--- src/rtl/inst_aligner.sv ---
// Halfword realignment queue between fetch and an RV32IC decoder: splits 32-bit fetch words
// into 16/32-bit instructions with PCs. Optional macro: INST_ALIGNER_ZERO_ILLEGAL_EN.
module inst_aligner #(
    parameter int DEPTH_HW = 8,
    parameter int PC_W     = 32
) (
    input  logic                        clk,
    input  logic                        reset,
    input  logic                        flush,
    input  logic [PC_W-1:0]             flush_pc,
    input  logic                        fetch_valid,
    output logic                        fetch_ready,
    input  logic [31:0]                 fetch_data,
    output logic                        inst_valid,
    input  logic                        inst_ready,
    output logic [31:0]                 inst_data,
    output logic [PC_W-1:0]             inst_pc,
    output logic                        inst_is_compressed,
    output logic                        inst_illegal,
    output logic [$clog2(DEPTH_HW):0]   count
);
    localparam int PTR_W = $clog2(DEPTH_HW);
    localparam int CNT_W = PTR_W + 1;

    // Handshakes: a transfer happens on a rising edge where valid & ready are both high;
    // valid never depends on ready, and flush cancels any transfer in its cycle.

    logic [15:0]       buf_q [DEPTH_HW];
    logic [15:0]       buf_d [DEPTH_HW];
    logic [PTR_W-1:0]  rd_ptr_q, rd_ptr_d;
    logic [PTR_W-1:0]  wr_ptr_q, wr_ptr_d;
    logic [CNT_W-1:0]  count_q, count_d;
    logic [PC_W-1:0]   pc_q, pc_d;
    logic              skip_first_q, skip_first_d;

    logic [15:0]       h0, h1;
    logic              head_comp, head_valid, head_illegal, push_block;
    logic              push, pop;
    logic [CNT_W-1:0]  push_n, pop_n;
    logic              unused_pc_bit;

    assign unused_pc_bit = flush_pc[0];

    assign h0         = buf_q[rd_ptr_q];
    assign h1         = buf_q[rd_ptr_q + PTR_W'(1)];
    assign head_comp  = (h0[1:0] != 2'b11);
    assign head_valid = ((count_q >= CNT_W'(1)) && head_comp) || (count_q >= CNT_W'(2));

`ifdef INST_ALIGNER_ZERO_ILLEGAL_EN
    logic lock_q, lock_d;
    assign head_illegal = head_valid && (h0 == 16'h0000);
    assign push_block   = lock_q;
`else
    assign head_illegal = 1'b0;
    assign push_block   = 1'b0;
`endif

    assign fetch_ready = (count_q <= CNT_W'(DEPTH_HW - 2)) && !push_block;
    assign push        = fetch_valid && fetch_ready && !flush;
    assign pop         = head_valid && inst_ready && !flush;
    assign push_n      = !push ? CNT_W'(0) : (skip_first_q ? CNT_W'(1) : CNT_W'(2));
    assign pop_n       = !pop ? CNT_W'(0) : (head_comp ? CNT_W'(1) : CNT_W'(2));

    always_comb begin
        buf_d        = buf_q;
        rd_ptr_d     = rd_ptr_q;
        wr_ptr_d     = wr_ptr_q;
        count_d      = count_q;
        pc_d         = pc_q;
        skip_first_d = skip_first_q;
`ifdef INST_ALIGNER_ZERO_ILLEGAL_EN
        lock_d       = lock_q;
`endif
        if (flush) begin
            rd_ptr_d     = '0;
            wr_ptr_d     = '0;
            count_d      = '0;
            pc_d         = {flush_pc[PC_W-1:1], 1'b0};
            skip_first_d = flush_pc[1];
`ifdef INST_ALIGNER_ZERO_ILLEGAL_EN
            lock_d       = 1'b0;
`endif
        end else begin
            if (pop) begin
                rd_ptr_d = rd_ptr_q + PTR_W'(pop_n);
                pc_d     = pc_q + (head_comp ? PC_W'(2) : PC_W'(4));
`ifdef INST_ALIGNER_ZERO_ILLEGAL_EN
                if (head_illegal) lock_d = 1'b1;
`endif
            end
            // A redirect into the upper half of a word keeps only that upper halfword.
            if (push) begin
                if (skip_first_q) begin
                    buf_d[wr_ptr_q] = fetch_data[31:16];
                    skip_first_d    = 1'b0;
                end else begin
                    buf_d[wr_ptr_q]              = fetch_data[15:0];
                    buf_d[wr_ptr_q + PTR_W'(1)]  = fetch_data[31:16];
                end
                wr_ptr_d = wr_ptr_q + PTR_W'(push_n);
            end
            count_d = count_q + push_n - pop_n;
        end
    end

    always_ff @(posedge clk) begin
        if (reset) begin
            rd_ptr_q     <= '0;
            wr_ptr_q     <= '0;
            count_q      <= '0;
            pc_q         <= '0;
            skip_first_q <= 1'b0;
        end else begin
            rd_ptr_q     <= rd_ptr_d;
            wr_ptr_q     <= wr_ptr_d;
            count_q      <= count_d;
            pc_q         <= pc_d;
            skip_first_q <= skip_first_d;
        end
    end

`ifdef INST_ALIGNER_ZERO_ILLEGAL_EN
    always_ff @(posedge clk) begin
        if (reset) lock_q <= 1'b0;
        else       lock_q <= lock_d;
    end
`endif

    // Storage is only ever read under count, so it needs no reset.
    always_ff @(posedge clk) begin
        buf_q <= buf_d;
    end

    assign inst_valid         = head_valid;
    assign inst_data          = !head_valid ? 32'h0 : (head_comp ? {16'h0, h0} : {h1, h0});
    assign inst_pc            = pc_q;
    assign inst_is_compressed = (count_q != '0) && head_comp;
    assign inst_illegal       = head_illegal;
    assign count              = count_q;
endmodule

--- config.mk ---
export PLATFORM = sky130hd
export DESIGN_NAME = inst_aligner
export DESIGN_NICKNAME = d
export VERILOG_FILES = /design/src/rtl/inst_aligner.sv
export SDC_FILE = /design/constraint.sdc
export NUM_CORES = 1
export LEC_CHECK = 0
export BUFFER_PORTS_ARGS = -buffer_cell sky130_fd_sc_hd__clkbuf_2
export CORE_MARGIN = 5
export CORE_UTILIZATION = 40
export DETAILED_ROUTE_END_ITERATION = 12
export GPL_TIMING_DRIVEN = 0
export PLACE_DENSITY = 0.59
export SYNTH_ARGS = -nofsm -noshare
export SYNTH_HDL_FRONTEND = slang
export SYNTH_SLANG_ARGS = --single-unit
export TNS_END_PERCENT = 5
--- constraint.sdc ---
create_clock -name clk -period 4.2 [get_ports clk]
set_input_delay 0.84 -clock clk [delete_from_list [all_inputs] [get_ports clk]]
set_output_delay 0.84 -clock clk [all_outputs]
set_load 0.02 [all_outputs]
==> results.tsv, run 1 <==
stage	metric	value	unit
critical_path	arrival	3.30	ns
clock_network	clock-sinks	170	
finish	fin_nets	1228	
sta	tightest_slew	1.22	ns
sta	fin_worst_skew	0.0149	ns
global_routing	grt_pass1_wl	49100	µm
run	drv_cap	0	
logic_synthesis	synth_commonest_cells	185 x nand2_1, 129 x o21ai_0, 128 x edfxtp_1, 63 x mux4_2, 60 x a21oi_1	
placed_design	hpwlAfterDp	24500	µm
global_routing	track_usage	21.9	%
die	ios	141	
die	core	25300	µm²
finish	drive_gt1_share	22.7	%
clock_network	cts_tree	done	
drt	ant_nets	0	
worst_hold_path	min_path_type	flip-flop to flip-flop	
finish	nFillCells	2364	
die	start_util	40.8	%
sta	fmax	0.242	GHz
drt	vias_per_cell	5.74	
power_and_ir_drop	p_leak	4.22	nW
critical_path	cp.required	3.36	ns
finish	postLayoutCoreUtil	47.8	%
status	status	completed	
logic_synthesis	synth-edff-count	128	
logic_synthesis	yosysSeqAreaShare	45.4	%
finish	antenna_cells	0	
clock_network	root_buffer	clkbuf_16	
global_routing	grt_overflow_total	0	
logic_synthesis	synth_flop_cell	edfxtp_1	
logic_synthesis	synth_cell_types	64	
placed_design	globalplace.congestion	0.940	
drt	wirelength	32000	µm
logic_synthesis	netlist_top_cells_area	edfxtp_1 37%, mux4_2 14%, dfxtp_1 8.2%, nand2_1 6.7%, o21ai_0 6.3%	
logic_synthesis	ys_ff_latch	170	
clock_network	insertion_delay	0.45	ns
sta	finalHoldViolCount	0	
critical_path	worstPathMaxFanout	10	
critical_path	path_class	flip-flop to primary output	
sta	setup_viol	0	
clock_network	clockBufferDepth	2	
clock_network	htreeDepth	4	
die	rows	58	
power_and_ir_drop	vdd.ir_drop.worst	0.282	mV
drt	firstDrtPassIters	5	
logic_synthesis	yosysMostFrequentCell	nand2_1	
clock_network	cts_buffers	17	
drt	drt_iter0_markers	825	
global_routing	grt_max_degree	21	
die	die_x	171	µm
critical_path	start_kind	flip-flop	
finish	area_delta_synth_final	17.0	%
placed_design	port_buffers	119	
sta	period_share	98.5	%
logic_synthesis	netlist_area	10300	µm²
sta	slew_headroom	17.9	%
logic_synthesis	yosys_warnings	0	
logic_synthesis	netlist.area_leader.share	37.3	%
power_and_ir_drop	power.total	4.71	mW
sta	period_needed	4.14	ns
clock_network	clkSlewWorstSetupHoldPaths	0.07	ns
drt	drc	0	
die	die_h	171	µm
logic_synthesis	synth_area_per_cell	10.3	µm²
sta	rsz0062_at_grt	yes	
logic_synthesis	syn_inst	997	
logic_synthesis	async_flop_share	0	%
power_and_ir_drop	powerDensity	390	nW/µm²
global_routing	antenna_found_initial	0	
global_routing	grt_pass1_vias	8503	
sta	slew_violations	0	
drt	dr_total_vias	8515	
die	dieArea	29100	µm²
drt	wire_per_inst	21.6	µm
logic_synthesis	synth_top_area_cell	edfxtp_1	
critical_path	endpoint_kind	primary output	
==> timing repair <==
item | 4_1_cts | 5_1_grt
setup buffers | 0 | 0
gates resized for setup | 3 | 4
hold buffers | 0 | 0
setup endpoints to repair | 14 | 15
pin swaps | 0 | 0
==> placed cells by master (no fill, tap or decap), types with 31 or more instances in the layout <==
cell        n
nand2_1   185
o21ai_0   129
edfxtp_1  128
clkbuf_2  123
mux4_2     63
clkbuf_1   56
a21oi_1    52
inv_1      51
nor2_1     48
dfxtp_1    42
mux2i_1    31
==> layout make-up <==
class | instances | area, µm² | area share [%]
Multi-Input combinational cell | 697 | 5150 | 42.7
Sequential cell | 170 | 4680 | 38.8
Timing Repair Buffer | 124 | 661 | 5.48
Clock buffer | 17 | 425 | 3.53
Tap cell | 330 | 413 | 3.42
Buffer | 80 | 337 | 2.79
Clock inverter | 15 | 204 | 1.69
Inverter | 51 | 191 | 1.59
==> report_power, final <==
group	internal (mW)	switching, mW	total (mW)
registers	1.87	0.0583	1.93
logic	0.411	0.742	1.15
clock network	0.814	0.812	1.63
total	3.10	1.61	4.71
==> stage by stage <==
stage	hold WS (ns)	TNS, ns	area [µm²]	setup WS [ns]	instances
after detailed placement	0.525	0	11400	0.0745	1451
after CTS	0.534	0	12100	0.0401	1483
final	0.532	0	12100	0.0612	1484
after floorplan	0.556	0	10300	0.885	998
after global placement	0.527	0	11300	0.0557	1447
after global routing	0.576	-0.0205	12100	-0.0205	1484
==> worst paths after layout <==
kind,to,depth (start not counted),slack [ns],start
setup / recovery,inst_data[30],8,0.06,rd_ptr_q[0]
hold / removal,inst_pc[30],2,0.53,inst_pc[30]
setup reg to reg,count[3],14,0.35,rd_ptr_q[0]
hold reg to reg,inst_pc[30],2,0.53,inst_pc[30]
==> flip-flops by register name (all words and copies together), names as in the netlist <==
signal        count
buf_q           128
inst_pc          31
count             4
rd_ptr_q          3
wr_ptr_q          3
skip_first_q      1
==> critical path, cell delays in order, from the launching register on <==
cell and delay [ns]:
dfxtp_1 0.36, ha_1 0.29, clkbuf_1 0.33, buf_2 0.39, clkbuf_1 0.52, mux4_2 0.34, nand2_1 0.06, a21oi_1 0.32
clkbuf_2 0.24
==> routing by layer <==
layer | GRT usage, % | share of wire, % | up-vias | wire, µm
li1 | - | - | 3922 | -
met4 | 6.88 | 2.4 | 0 | 782
met5 | 0 | 0 | - | 0
met2 | 34.7 | 47 | 438 | 14900
met1 | 30.9 | 42 | 4098 | 13500
met3 | 3.74 | 8.7 | 57 | 2800
==> logic make-up after synthesis <==
| logic type | after synthesis | synth area share (%) |
|---|---|---|
| AO/OA/AOI/OAI | 253 | 15.0 |
| flip-flops | 170 | 45.4 |
| AND/OR/NAND/NOR | 306 | 12.7 |
| other | 1 | 0.0364 |
| multiplexers | 97 | 17.5 |
| adder cells (fa/ha/maj) | 18 | 2.55 |
| XOR/XNOR | 21 | 1.78 |
| buffers and inverters | 131 | 5.07 |
No activity file was read; power rests on OpenSTA's default activity.
==> inputs of run 2 (changes only) <==
--- a/config.mk
+++ b/config.mk
@@ -5,12 +5,15 @@
 export SDC_FILE = /design/constraint.sdc
 export NUM_CORES = 1
 export LEC_CHECK = 0
+export ABC_AREA = 1
 export BUFFER_PORTS_ARGS = -buffer_cell sky130_fd_sc_hd__clkbuf_2
+export CORE_ASPECT_RATIO = 0.9
 export CORE_MARGIN = 5
 export CORE_UTILIZATION = 40
 export DETAILED_ROUTE_END_ITERATION = 12
 export GPL_TIMING_DRIVEN = 0
 export PLACE_DENSITY = 0.59
+export SLEW_MARGIN = 5
 export SYNTH_ARGS = -nofsm -noshare
 export SYNTH_HDL_FRONTEND = slang
 export SYNTH_SLANG_ARGS = --single-unit
==> results.tsv, run 2 <==
stage	metric	value	unit	change
sta	finalHoldViolCount	0		unchanged
logic_synthesis	synth-edff-count	128		unchanged
logic_synthesis	yosysSeqAreaShare	44.3	%	was 45.4%
status	status	completed		unchanged
sta	setup_viol	0		unchanged
die	die_h	164	µm	was 171 µm
finish	final_cell_mix	313 x nand2_1, 141 x a21oi_1, 136 x clkbuf_2		was 185 x nand2_1, 129 x o21ai_0, 128 x edfxtp_1
power_and_ir_drop	vdd.ir_drop.worst	0.293	mV	was 0.282 mV
logic_synthesis	synth_top_area_cell	edfxtp_1		unchanged
logic_synthesis	async_flop_share	0	%	unchanged
die	rows	56		was 58
placed_design	globalplace.congestion	1.00		was 0.940
finish	multi_input_area	5060	µm²	was 5150 µm²
logic_synthesis	ys_ff_latch	170		unchanged
sta	holdWs	0.519	ns	was 0.532 ns
die	core	26100	µm²	was 25300 µm²
die	start_util	40.6	%	was 40.8%
logic_synthesis	netlist_area	10600	µm²	was 10300 µm²
critical_path	endpoint_kind	primary output		unchanged
drt	ant_nets	0		unchanged
finish	max_flop_register	buf_q		unchanged
sta	slew_headroom	33.4	%	was 17.9%
finish	area_delta_synth_final	17.5	%	was 17.0%
die	ios	141		unchanged
critical_path	arrival	3.23	ns	was 3.30 ns
finish	regArea	4680	µm²	unchanged
drt	wirelength	40000	µm	was 32000 µm
sta	setup_ws	0.126	ns	was 0.0612 ns
global_routing	grt_overflow_total	0		unchanged
critical_path	start_kind	flip-flop		unchanged
critical_path	critPathSlowestCell	clkbuf_1		unchanged
clock_network	cts_buffers	17		unchanged
power_and_ir_drop	powerDensity	400	nW/µm²	was 390 nW/µm²
clock_network	root_buffer	clkbuf_16		unchanged
sta	slew_violations	0		unchanged
critical_path	worstPathMaxFanout	10		unchanged
finish	postLayoutCoreUtil	47.7	%	was 47.8%
placed_design	hpwlAfterDp	30600	µm	was 24500 µm
critical_path	path_class	flip-flop to primary output		unchanged
finish	drive_gt1_share	14.1	%	was 22.7%
logic_synthesis	synth_area_per_cell	7.72	µm²	was 10.3 µm²
finish	fin_nets	1615		was 1228
sta	tightest_slew	0.992	ns	was 1.22 ns
clock_network	postCtsSetupRepairBufs	0		unchanged
logic_synthesis	yosysMostFrequentCell	nand2_1		unchanged
global_routing	antenna_found_initial	1		was 0
power_and_ir_drop	p_leak	4.98	nW	was 4.22 nW
logic_synthesis	netlist.area_leader.share	36.3	%	was 37.3%
critical_path	cpPeakStageDelay	0.70	ns	was 0.52 ns
logic_synthesis	yosys_warnings	0		unchanged
sta	period_share	97.0	%	was 98.5%
clock_network	htreeDepth	4		unchanged
placed_design	dpl_worst_slack	0.265	ns	was 0.0745 ns
critical_path	cp.required	3.36	ns	about the same
clock_network	insertion_delay	0.44	ns	was 0.45 ns
logic_synthesis	synth_commonest_cells	313 x nand2_1, 149 x a21oi_1, 128 x edfxtp_1, 128 x o22ai_1, 102 x inv_1		was 185 x nand2_1, 129 x o21ai_0, 128 x edfxtp_1, 63 x mux4_2, 60 x a21oi_1
drt	vias_per_cell	5.84		was 5.74
logic_synthesis	synth_flop_cell	edfxtp_1		unchanged
worst_hold_path	min_path_type	flip-flop to flip-flop		unchanged
finish	antenna_cells	0		unchanged
sta	fin_tns_setup	0	ns	unchanged
clock_network	cts_hold_buf	0		unchanged
clock_network	cts_tree	done		unchanged
logic_synthesis	syn_inst	1370		was 997
placed_design	port_buffers	135		was 119
clock_network	clock-sinks	170		unchanged
logic_synthesis	netlist_top_cells_area	edfxtp_1 36%, nand2_1 11%, dfxtp_1 7.9%, o22ai_1 7.6%, a21oi_1 7.0%		was edfxtp_1 37%, mux4_2 14%, dfxtp_1 8.2%, nand2_1 6.7%, o21ai_0 6.3%
sta	fmax	0.245	GHz	was 0.242 GHz
global_routing	grt_max_degree	17		was 21
clock_network	clkSlewWorstSetupHoldPaths	0.07	ns	about the same
die	die_x	181	µm	was 171 µm
global_routing	grt_pass1_vias	10300		was 8503
clock_network	clockBufferDepth	2		unchanged
sta	rsz0062_at_grt	no		was yes
die	dieArea	29800	µm²	was 29100 µm²
sta	period_needed	4.07	ns	was 4.14 ns
drt	wire_per_inst	21.2	µm	was 21.6 µm
global_routing	grt_pass1_wl	61000	µm	was 49100 µm
logic_synthesis	synth_cell_types	43		was 64
finish	final_common_cell	nand2_1		unchanged
power_and_ir_drop	power.total	4.98	mW	was 4.71 mW
global_routing	track_usage	26.4	%	was 21.9%
drt	drt_iter0_markers	1436		was 825
finish	nFillCells	2680		was 2364
run	drv_cap	0		unchanged
sta	fin_worst_skew	0.0143	ns	was 0.0149 ns
drt	dr_total_vias	11000		was 8515
critical_path	path_cells	ha_1 -> xnor2_2 -> clkbuf_1 -> a21oi_1 -> nor4_1 -> clkbuf_2		was ha_1 -> clkbuf_1 -> buf_2 -> clkbuf_1 -> mux4_2 -> nand2_1 -> a21oi_1 -> clkbuf_2
drt	firstDrtPassIters	6		was 5
finish	largest_reg_flops	128		unchanged
drt	drc	0		unchanged
-- run 2: kinds of logic after synthesis --
logic type                 Yosys count  share of synthesized area (%)
AOI/OAI and AO/OA                  435                           23.9
buffers and inverters              217                           8.27
xor gates and xnor gates            10                          0.899
DFF                                170                           44.3
adders and majority gates           18                           2.48
and+or+nand+nor                    519                           20.1
other                                1                         0.0354
-- run 2: path summary, 6_finish.rpt --
| kind | to | slack, ns | from | depth (start not counted) |
|---|---|---|---|---|
| worst min register to register | inst_pc[1] | 0.52 | inst_pc[1] | 2 |
| worst max-delay path | inst_data[17] | 0.13 | rd_ptr_q[0] | 6 |
| worst min-delay path | inst_pc[1] | 0.52 | inst_pc[1] | 2 |
| worst max register to register | inst_pc[21] | 0.40 | rd_ptr_q[0] | 22 |
-- run 2: final cells by class --
class | count | area share [%]
buffer | 93 | 3.31
clock buffer | 17 | 3.42
clock inverter | 15 | 1.69
inverter | 123 | 3.74
multi-input combinational | 984 | 40.7
sequential | 170 | 37.7
tap | 348 | 3.50
timing repair buffer | 139 | 5.92
-- run 2: layer usage --
metal  vias to the layer above  GRT usage, %  share of wire, %  wire, µm
met5                         -             0                 0         0
met4                         0          6.86               2.3       938
met3                        68          6.89                12      4620
met2                       660          39.7                43     17100
met1                      5118          38.1                43     17400
li1                       5179             -                 -         -
-- run 2: stage by stage --
step,area (µm²),cells
CTS,12400,1890
global route,12400,1889
floorplan,10600,1371
finish,12400,1889
detailed placement,11800,1858
global placement,11700,1854
-- run 2: power by group --
group          switching [mW]  total [mW]  internal (mW)
Sequential             0.0674        1.94           1.88
Combinational           0.897        1.27          0.369
Clock                   0.758        1.77           1.01
-- run 2: timing repair --
item,in CTS,in global routing
cloned,0,0
hold endpoints to repair,0,0
resized for setup,2,2
setup endpoints to repair,3,5
-- run 2: critical path, delay by kind of cell, from the launching register on --
family / cells / cell delay, ns
simple gates: 1 / 0.55
compound gates: 1 / 0.08
buf+inv: 2 / 0.98
fa+ha+maj: 1 / 0.26
flops: 1 / 0.40
xor+xnor: 1 / 0.52
==> inputs of run 3 (changes only) <==
--- a/config.mk
+++ b/config.mk
@@ -8,7 +8,7 @@
 export ABC_AREA = 1
 export BUFFER_PORTS_ARGS = -buffer_cell sky130_fd_sc_hd__clkbuf_2
 export CORE_ASPECT_RATIO = 0.9
-export CORE_MARGIN = 5
+export CORE_MARGIN = 3
 export CORE_UTILIZATION = 40
 export DETAILED_ROUTE_END_ITERATION = 12
 export GPL_TIMING_DRIVEN = 0
==> results.tsv, run 3 (synthesis gave the netlist of run 2 again) <==
stage	metric	value	unit	change
finish	multi_input_area	5070	µm²	was 5060 µm²
power_and_ir_drop	powerDensity	404	nW/µm²	was 400 nW/µm²
die	die_x	177	µm	was 181 µm
sta	rsz0062_at_grt	yes		was no
status	violations	setup timing		
die	die_h	160	µm	was 164 µm
finish	design_area	12500	µm²	was 12400 µm²
sta	period_share	100	%	was 97.0%
finish	fin_nets	1617		was 1615
sta	fin_tns_setup	-0.0139	ns	was 0 ns
clock_network	insertion_delay	0.43	ns	was 0.44 ns
drt	vias_per_cell	5.83		was 5.84
finish	drive_gt1_share	14.3	%	was 14.1%
clock_network	clock-sinks	170		unchanged
critical_path	path_cells	ha_1 -> clkbuf_1 -> buf_2 -> a21oi_1 -> a221oi_1 -> a31oi_1 -> nor3_1 -> clkbuf_2		was ha_1 -> xnor2_2 -> clkbuf_1 -> a21oi_1 -> nor4_1 -> clkbuf_2
clock_network	postCtsSetupRepairBufs	0		unchanged
critical_path	cpPeakStageDelay	0.62	ns	was 0.70 ns
drt	ant_nets	0		unchanged
global_routing	grt_pass1_vias	10200		was 10300
critical_path	cp.required	3.36	ns	about the same
drt	firstDrtPassIters	6		unchanged
sta	finalHoldViolCount	0		unchanged
drt	wire_per_inst	21.0	µm	was 21.2 µm
finish	final_common_cell	nand2_1		unchanged
die	dieArea	28400	µm²	was 29800 µm²
clock_network	htreeDepth	4		unchanged
critical_path	start_kind	flip-flop		unchanged
global_routing	track_usage	27.3	%	was 26.4%
sta	slew_headroom	31.5	%	was 33.4%
status	status	complete, but fails checks		was completed
drt	drc	0		unchanged
sta	setup_ws	-0.0139	ns	was 0.126 ns
global_routing	grt_pass1_wl	59800	µm	was 61000 µm
drt	wirelength	39500	µm	was 40000 µm
critical_path	arrival	3.37	ns	was 3.23 ns
power_and_ir_drop	p_leak	5.00	nW	was 4.98 nW
finish	max_flop_register	buf_q		unchanged
die	rows	55		was 56
die	core	25600	µm²	was 26100 µm²
worst_hold_path	min_path_type	flip-flop to flip-flop		unchanged
sta	setup_viol	1		was 0
clock_network	cts_buffers	17		unchanged
placed_design	hpwlAfterDp	30100	µm	was 30600 µm
die	start_util	41.3	%	was 40.6%
finish	regArea	4680	µm²	unchanged
finish	area_delta_synth_final	17.8	%	was 17.5%
run	drv_cap	0		unchanged
clock_network	root_buffer	clkbuf_16		unchanged
critical_path	path_class	flip-flop to primary output		unchanged
finish	largest_reg_flops	128		unchanged
critical_path	endpoint_kind	primary output		unchanged
critical_path	worstPathBufferInverterCount	3		was 2
critical_path	critPathSlowestCell	a221oi_1		was clkbuf_1
power_and_ir_drop	vdd.ir_drop.worst	0.241	mV	was 0.293 mV
sta	fin_worst_skew	0.00945	ns	was 0.0143 ns
placed_design	port_buffers	135		unchanged
drt	dr_total_vias	11000		about the same
placed_design	place_area	11800	µm²	unchanged
clock_network	cts_tree	done		unchanged
finish	postLayoutCoreUtil	48.7	%	was 47.7%
critical_path	crit_family	buffers and inverters		unchanged
finish	final_cell_mix	313 x nand2_1, 142 x a21oi_1, 137 x clkbuf_2		was 313 x nand2_1, 141 x a21oi_1, 136 x clkbuf_2
finish	nFillCells	2592		was 2680
sta	tightest_slew	1.02	ns	was 0.992 ns
global_routing	grt_overflow_total	0		unchanged
global_routing	grt_max_degree	17		unchanged
critical_path	worstPathMaxFanout	10		unchanged
clock_network	clockBufferDepth	2		unchanged
clock_network	cts_hold_buf	0		unchanged
die	ios	141		unchanged
sta	holdWs	0.519	ns	about the same
sta	fmax	0.237	GHz	was 0.245 GHz
sta	period_needed	4.21	ns	was 4.07 ns
global_routing	antenna_found_initial	1		unchanged
placed_design	globalplace.congestion	1.03		was 1.00
drt	drt_iter0_markers	1575		was 1436
clock_network	clkSlewWorstSetupHoldPaths	0.07	ns	about the same
sta	slew_violations	0		unchanged
run 3: worst reg2reg max path, delay by kind of cell, from the launching register on:
kind	cells	cell delay (ns)
simple gates	16	1.73
compound gates	1	0.11
fa+ha+maj	2	0.60
flops	1	0.52
buf+inv	3	0.82
run 3: per-layer routing:
metal / track usage, % / vias up / part of all wire (%)
met5: 0 / - / 0
met4: 7.89 / 0 / 2.2
met3: 6.24 / 67 / 12
met2: 39.7 / 638 / 43
met1: 40.4 / 5117 / 43
li1: - / 5182 / -
run 3: per-stage QoR:
stage	power (mW)	std cells	setup slack, ns
4_1_cts	5.01	1885	0.121
6_report	5.03	1886	-0.0139
5_1_grt	5.22	1885	-0.0813
3_5_place_dp	3.21	1853	0.336
3_3_place_gp	3.19	1848	0.360
2_1_floorplan	2.76	1371	1.02
run 3: power by group:
part / leakage [nW] / switching, mW / internal, mW / total [mW]
clock: 0.309 / 0.759 / 1.07 / 1.83
combinational: 3.16 / 0.893 / 0.371 / 1.26
sequential: 1.53 / 0.0656 / 1.88 / 1.94
total: 5.00 / 1.72 / 3.32 / 5.03
run 3: what timing repair did:
item	4_1_cts	5_1_grt
resized for setup	2	5
endpoints found under the setup margin	3	7
cloned	0	0
run 3: worst paths after layout:
check | to | depth (start not counted) | start | slack [ns]
hold reg to reg | inst_pc[1] | 2 | inst_pc[1] | 0.52
hold / removal | inst_pc[1] | 2 | inst_pc[1] | 0.52
setup / recovery | inst_data[23] | 8 | rd_ptr_q[0] | -0.01
setup reg to reg | inst_pc[21] | 22 | rd_ptr_q[0] | 0.37
run 3: cell type report:
type	count	share of cell area [%]
multi-input combinational	984	40.6
sequential	170	37.6
timing repair buffer	140	5.99
inverter	123	3.70
tap	342	3.43
clock buffer	17	3.41
buffer	94	3.34
clock inverter	15	1.89
antenna	1	0.0201
